<file path="config.mk">
export PLATFORM = sky130hd
export DESIGN_NAME = srwpl_serial_ctrl
export DESIGN_NICKNAME = d
export VERILOG_FILES = /design/src/rtl/srwpl_pkg.sv /design/src/rtl/srwpl_serial_ctrl.sv
export SDC_FILE = /design/constraint.sdc
export NUM_CORES = 1
export LEC_CHECK = 0
export CORE_MARGIN = 2
export CORE_UTILIZATION = 30
export CTS_CLUSTER_DIAMETER = 120
export CTS_CLUSTER_SIZE = 24
export DETAILED_ROUTE_END_ITERATION = 10
export GPL_ROUTABILITY_DRIVEN = 0
export HOLD_SLACK_MARGIN = 0.06
export PLACE_DENSITY = 0.71
export SLEW_MARGIN = 5
export SYNTH_ARGS = -nofsm -noshare
export SYNTH_HDL_FRONTEND = slang
export SYNTH_SLANG_ARGS = --single-unit
export TNS_END_PERCENT = 20
</file>
<file path="constraint.sdc">
create_clock -name clk -period 1.6 [get_ports clk]
set_input_delay 0.32 -clock clk [delete_from_list [all_inputs] [get_ports clk]]
set_output_delay 0.32 -clock clk [all_outputs]
set_load 0.05 [all_outputs]
</file>
<file path="src/rtl/srwpl_pkg.sv">
// Shared definitions for the universal shift register sequencer.
package srwpl_pkg;

  localparam logic [1:0] SEL_HOLD = 2'b00;
  localparam logic [1:0] SEL_SHR  = 2'b01;
  localparam logic [1:0] SEL_SHL  = 2'b10;
  localparam logic [1:0] SEL_LOAD = 2'b11;

  typedef enum logic {ST_IDLE, ST_SHIFT} state_t;

endpackage

</file>
<file path="src/rtl/srwpl_serial_ctrl.sv">
// Sequencer: loads one word into the external shift register, then shifts it
// out N bits on a serial valid/ready stream (fill or rotate, either direction).
module srwpl_serial_ctrl
  import srwpl_pkg::*;
#(
  parameter int N     = 8,
  parameter int CNT_W = 4
) (
  input  logic         clk,
  input  logic         rst_n,
  input  logic         s_valid,
  output logic         s_ready,
  input  logic [N-1:0] s_data,
  input  logic         s_dir,
  input  logic         s_rot,
  input  logic         s_fill,
  output logic [1:0]   sr_sel,
  output logic [N-1:0] sr_load_data,
  output logic         sr_i_right,
  output logic         sr_i_left,
  input  logic [N-1:0] sr_q,
  output logic         ser_valid,
  output logic         ser_bit,
  output logic         ser_last,
  input  logic         ser_ready,
  output logic         busy
);

  state_t             state;
  logic [CNT_W-1:0]   cnt;
  logic               dir_r, rot_r, fill_r;
  logic               shifting, last;

  assign shifting = (state == ST_SHIFT);
  assign last     = shifting && (cnt == CNT_W'(N-1));

  always_ff @(posedge clk or negedge rst_n) begin
    if (!rst_n) begin
      state  <= ST_IDLE;
      cnt    <= '0;
      dir_r  <= 1'b0;
      rot_r  <= 1'b0;
      fill_r <= 1'b0;
    end else begin
      case (state)
        ST_IDLE: if (s_valid) begin
          state  <= ST_SHIFT;
          cnt    <= '0;
          dir_r  <= s_dir;
          rot_r  <= s_rot;
          fill_r <= s_fill;
        end
        ST_SHIFT: if (ser_ready) begin
          if (last) begin
            state <= ST_IDLE;
            cnt   <= '0;
          end else begin
            cnt <= cnt + 1'b1;
          end
        end
        default: state <= ST_IDLE;
      endcase
    end
  end

  // Load is gated by rst_n so a held s_valid cannot clobber the register during reset.
  always_comb begin
    sr_sel = SEL_HOLD;
    if (shifting && ser_ready)          sr_sel = dir_r ? SEL_SHL : SEL_SHR;
    else if (!shifting && s_valid && rst_n) sr_sel = SEL_LOAD;
  end

  assign sr_load_data = s_data;
  assign s_ready      = !shifting;
  assign busy         = shifting;
  assign ser_valid    = shifting;
  assign ser_last     = last;
  assign ser_bit      = dir_r ? sr_q[N-1] : sr_q[0];
  assign sr_i_right   = rot_r ? sr_q[0]   : fill_r;
  assign sr_i_left    = rot_r ? sr_q[N-1] : fill_r;

endmodule

</file>
-- Yosys cells after proc, flatten, opt, wreduce, memory -nomap -nowiden
Index checks and enable logic that the tools add are counted.
- flip-flop bits (word level): 8
- input port bits: 23
- output and inout port bits: 17
- logic and storage cells: 31
- add/subtract/negate cells: 1
- equality and inequality tests: 3
- mux-type cells: 14
- bitwise gates (word level): 1
- reductions and logical operators: 7
- operators with widths (cell ; number):
    $mux 4 ; 3
    $pmux 4 s2 ; 1
    $mux 1 ; 6
    $mux 2 ; 3
    $add 4x1->4 const B ; 1
    $eq 4x3->1 const B ; 1
    $logic_and 1x1->1 ; 4
    $ne 2x2->1 const B ; 2
    $reduce_and 2->1 ; 2
    $pmux 1 s2 ; 1
    $logic_not 1->1 ; 1
    $not 1->1 ; 1

-- Longest topological paths before layout
- word-level depth: 5
- gate-level depth with buffers: 4

-- Least setup slack after synthesis
No wires, ideal clock.
- kind: reg-to-output
- start: reg state, in the netlist busy
- end: out sr_sel[0]
- data arrival time: 1.980 ns
- slack: -0.700 ns
- cell stages (with the launch flop): 4
- path buffers: 1
- cells stage by stage: dfrtp_1 -> buf_6 -> nand2_1 -> o21ai_0
- cells in the longest elaborated chain, start to end: 5
- RTL lines (what ; RTL line ; RTL):
    start: declaration ; srwpl_serial_ctrl.sv:29 ; state_t state;
    start signal: assignment ; srwpl_serial_ctrl.sv:39 ; state <= ST_IDLE;
    start signal: assignment ; srwpl_serial_ctrl.sv:47 ; state <= ST_SHIFT;
    start signal: assignment ; srwpl_serial_ctrl.sv:55 ; state <= ST_IDLE;
    $logic_not 1->1 ; srwpl_serial_ctrl.sv:70 ; else if (!shifting && s_valid && rst_n) sr_sel = SEL_LOAD;
    $logic_and 1x1->1 (2 in series) ; srwpl_serial_ctrl.sv:70 ;
    $mux 2 ; srwpl_serial_ctrl.sv:70 ;
    $mux 2 * ; srwpl_serial_ctrl.sv:69 ; if (shifting && ser_ready) sr_sel = dir_r ? SEL_SHL : SEL_SHR;
    end: declaration ; srwpl_serial_ctrl.sv:17 ; output logic [1:0] sr_sel,
Mark *: on every way between the ends. The rest lies on a longest branch, timed or not.

-- Worst setup path after layout
- start: reg cnt[1]
- end: out ser_last
- cells in the longest elaborated chain, start to end: 2
- RTL lines (what ; RTL line ; RTL):
    start: declaration ; srwpl_serial_ctrl.sv:30 ; logic [CNT_W-1:0] cnt;
    start signal: assignment ; srwpl_serial_ctrl.sv:58 ; cnt <= cnt + 1'b1;
    $eq 4x3->1 ; srwpl_serial_ctrl.sv:35 ; assign last = shifting && (cnt == CNT_W'(N-1));
    $logic_and 1x1->1 ; srwpl_serial_ctrl.sv:35 ;
    end: declaration ; srwpl_serial_ctrl.sv:24 ; output logic ser_last,
No other way between the ends.

==> metrics.txt <==
status=complete, but fails checks; failing checks=setup timing; fin cells=89; unrepaired setup endpoints after global routing=true; mean routed wirelength per cell=12.1 um; Synth Register Bits=8; worst-case clock buffer depth=2; Post-CTS Hold Buffers=0; max_cap viols=0; syn nets=79; top post-synthesis cells by count=11 x nand2_1, 9 x buf_4, 8 x dfrtp_1; dpl hpwl=839 um; initial antenna violation count=0; clk root buf=clkbuf_4; Fillers=137; total gr overflow=0; clk sink count=8; Post-Place Worst Slack=-0.0437 ns; first-pass GRT wire length=1770 um; largest area contributor in the netlist=dfrtp_1; Final Power=1.55 mW; TritonRoute pass-1 iters=4; post-synthesis sequential area ratio=39.5%; Hold WC Path Type=in -> async; pwr dens=1920 nW/um^2; # rows=14; critical path type=reg -> out; Syn Std Cell Area=507 um^2; post-synthesis cell count=55; area of the multi-input gates=238 um^2; Initial DRC Count=3; Avg Inst Size Synth=9.21 um^2; Crit Path Max Fanout=4; # IOs=40; IO buf count=17; min setup slack post-route=-0.0803 ns; DRC violations left=0; CTS Buf Count=3; synthesis-to-layout area growth=59.8%; worst slew pin tran=0.285 ns; total track usage=12.7%; Final Max Tran Viols=0; area of all sequential standard cells=201 um^2; Skew-Pair Late Insertion Delay=0.26 ns; Setup-failing EPs final=2; Final nets=98; Die ar.=2030 um^2; Layout Skew=0.0206 ns; Post-synth ARST share=100%; final WL=1080 um; via count=429; data required time at the worst endpoint=1.28 ns; Final Hold Viols=0; H-tree Lvls=1; dpl cells=83; CTS tree=done; maximum clock rate=595 MHz; post-route minimum period=1.68 ns; largest net degree at the start of global routing=12; share of layout cells above drive strength 1=41.1%; core footprint=1540 um^2; hold slack=0.373 ns; Via density=4.82; clock-pin slew on the worst setup and hold paths=0.07 ns; ys flop type=dfrtp_1; LEAKAGE=0.370 nW; YS warnings=0; Initial Util=32.9%; number of global-route vias before repair=424; EDFF count, synth=0; post-synth top area share=39.5%; synth top area cells=dfrtp_1 40%, buf_4 13%, nand2_1 8.1%; Routed Antenna Nets=0; n_diodes=0; fin crit share=105%; Cell variety after synth=24; Worst Setup End Kind=primary output; Rel. slew slack=81.0%; critical path arrival=1.36 ns; Max IR drop VDD=0.746 mV; most frequent cell after synthesis=nand2_1; Chip Width=45.1 um; crit start category=register; Die Height=45.1 um
## cell usage in the layout (no fill, tap or decap), types with 3 or more instances in the layout
cell type,count
mux2_2,3
dfrtp_1,7
clkbuf_4,3
clkdlybuf4s50_1,8
buf_12,9
nand2_1,10
nand3_1,3
buf_4,8
## where the power goes
| part | internal, mW | leakage (nW) | switching, mW |
|---|---|---|---|
| registers | 0.297 | 0.0945 | 0.106 |
| clock network | 0.0954 | 0.0150 | 0.0718 |
| logic | 0.502 | 0.261 | 0.483 |
| total | 0.894 | 0.370 | 0.661 |
## per-stage QoR
| step | TNS, ns | utilization (%) | instance area, um^2 |
|---|---|---|---|
| 3_3_place_gp | -0.0663 | 49.0 | 756 |
| 2_1_floorplan | 0 | - | 514 |
| 3_5_place_dp | -0.0598 | 49.0 | 756 |
| 4_1_cts | -0.128 | 51.7 | 797 |
| 6_report | -0.130 | 52.5 | 810 |
| 5_1_grt | -0.279 | 52.5 | 810 |
## flip-flops by register name (all words and copies together) (netlist names)
name,flops
dir_r,1
fill_r,1
busy,1
rot_r,1
cnt,4
## worst max-delay path, cell delays in order, from the launching register on
cell     delay (ns)
dfrtp_1        0.41
ha_2           0.19
and3b_1        0.19
and2_4         0.17
buf_12         0.14
## final timing paths
kind | startpoint | to | slack [ns] | cells after the start
worst max register to register | cnt[1] | cnt[3] | 0.22 | 4
max in group asynchronous | rst_n | cnt[2] | 1.08 | 2
min in group clk | fill_r | fill_r | 0.51 | 1
worst min register to register | fill_r | fill_r | 0.51 | 1
worst min-delay path | rst_n | cnt[0] | 0.37 | 2
worst max-delay path | cnt[1] | ser_last | -0.08 | 4
## layout make-up
cell class              count  area share [%]
repair buffers             25            39.6
multi-input cells          35            29.4
flip-flops and latches      8            24.9
clock buffers               4            3.25
well taps                  16            2.47
inverters                   1           0.464
## repair_timing
| action | in CTS | in global routing |
|---|---|---|
| setup endpoints to repair | 3 | 3 |
| setup buffers | 1 | 1 |
| gates resized for setup | 3 | 1 |
| pin swaps | 1 | 0 |
## logic make-up (layout without fill, tap and decap cells)
logic type               count (synthesis)  count (layout)  synth area share, %
AO/OA/AOI/OAI                            6               6                 6.91
XOR/XNOR                                 1               1                 1.73
adder cells (fa/ha/maj)                  1               1                 2.47
buffers and inverters                   12              30                 17.3
flip-flops                               8               8                 39.5
multiplexers                             5               5                 10.9
AND/OR/NAND/NOR                         22              22                 21.2
## layer usage
metal,GRT usage (%),up-vias,share of wire (%)
met2,18.9,17,48
met4,9.41,0,2.2
met3,5.60,2,8.6
met5,0,-,0
li1,-,212,-
met1,14.3,198,42
Note: power is estimated with default switching activity, not from simulation.
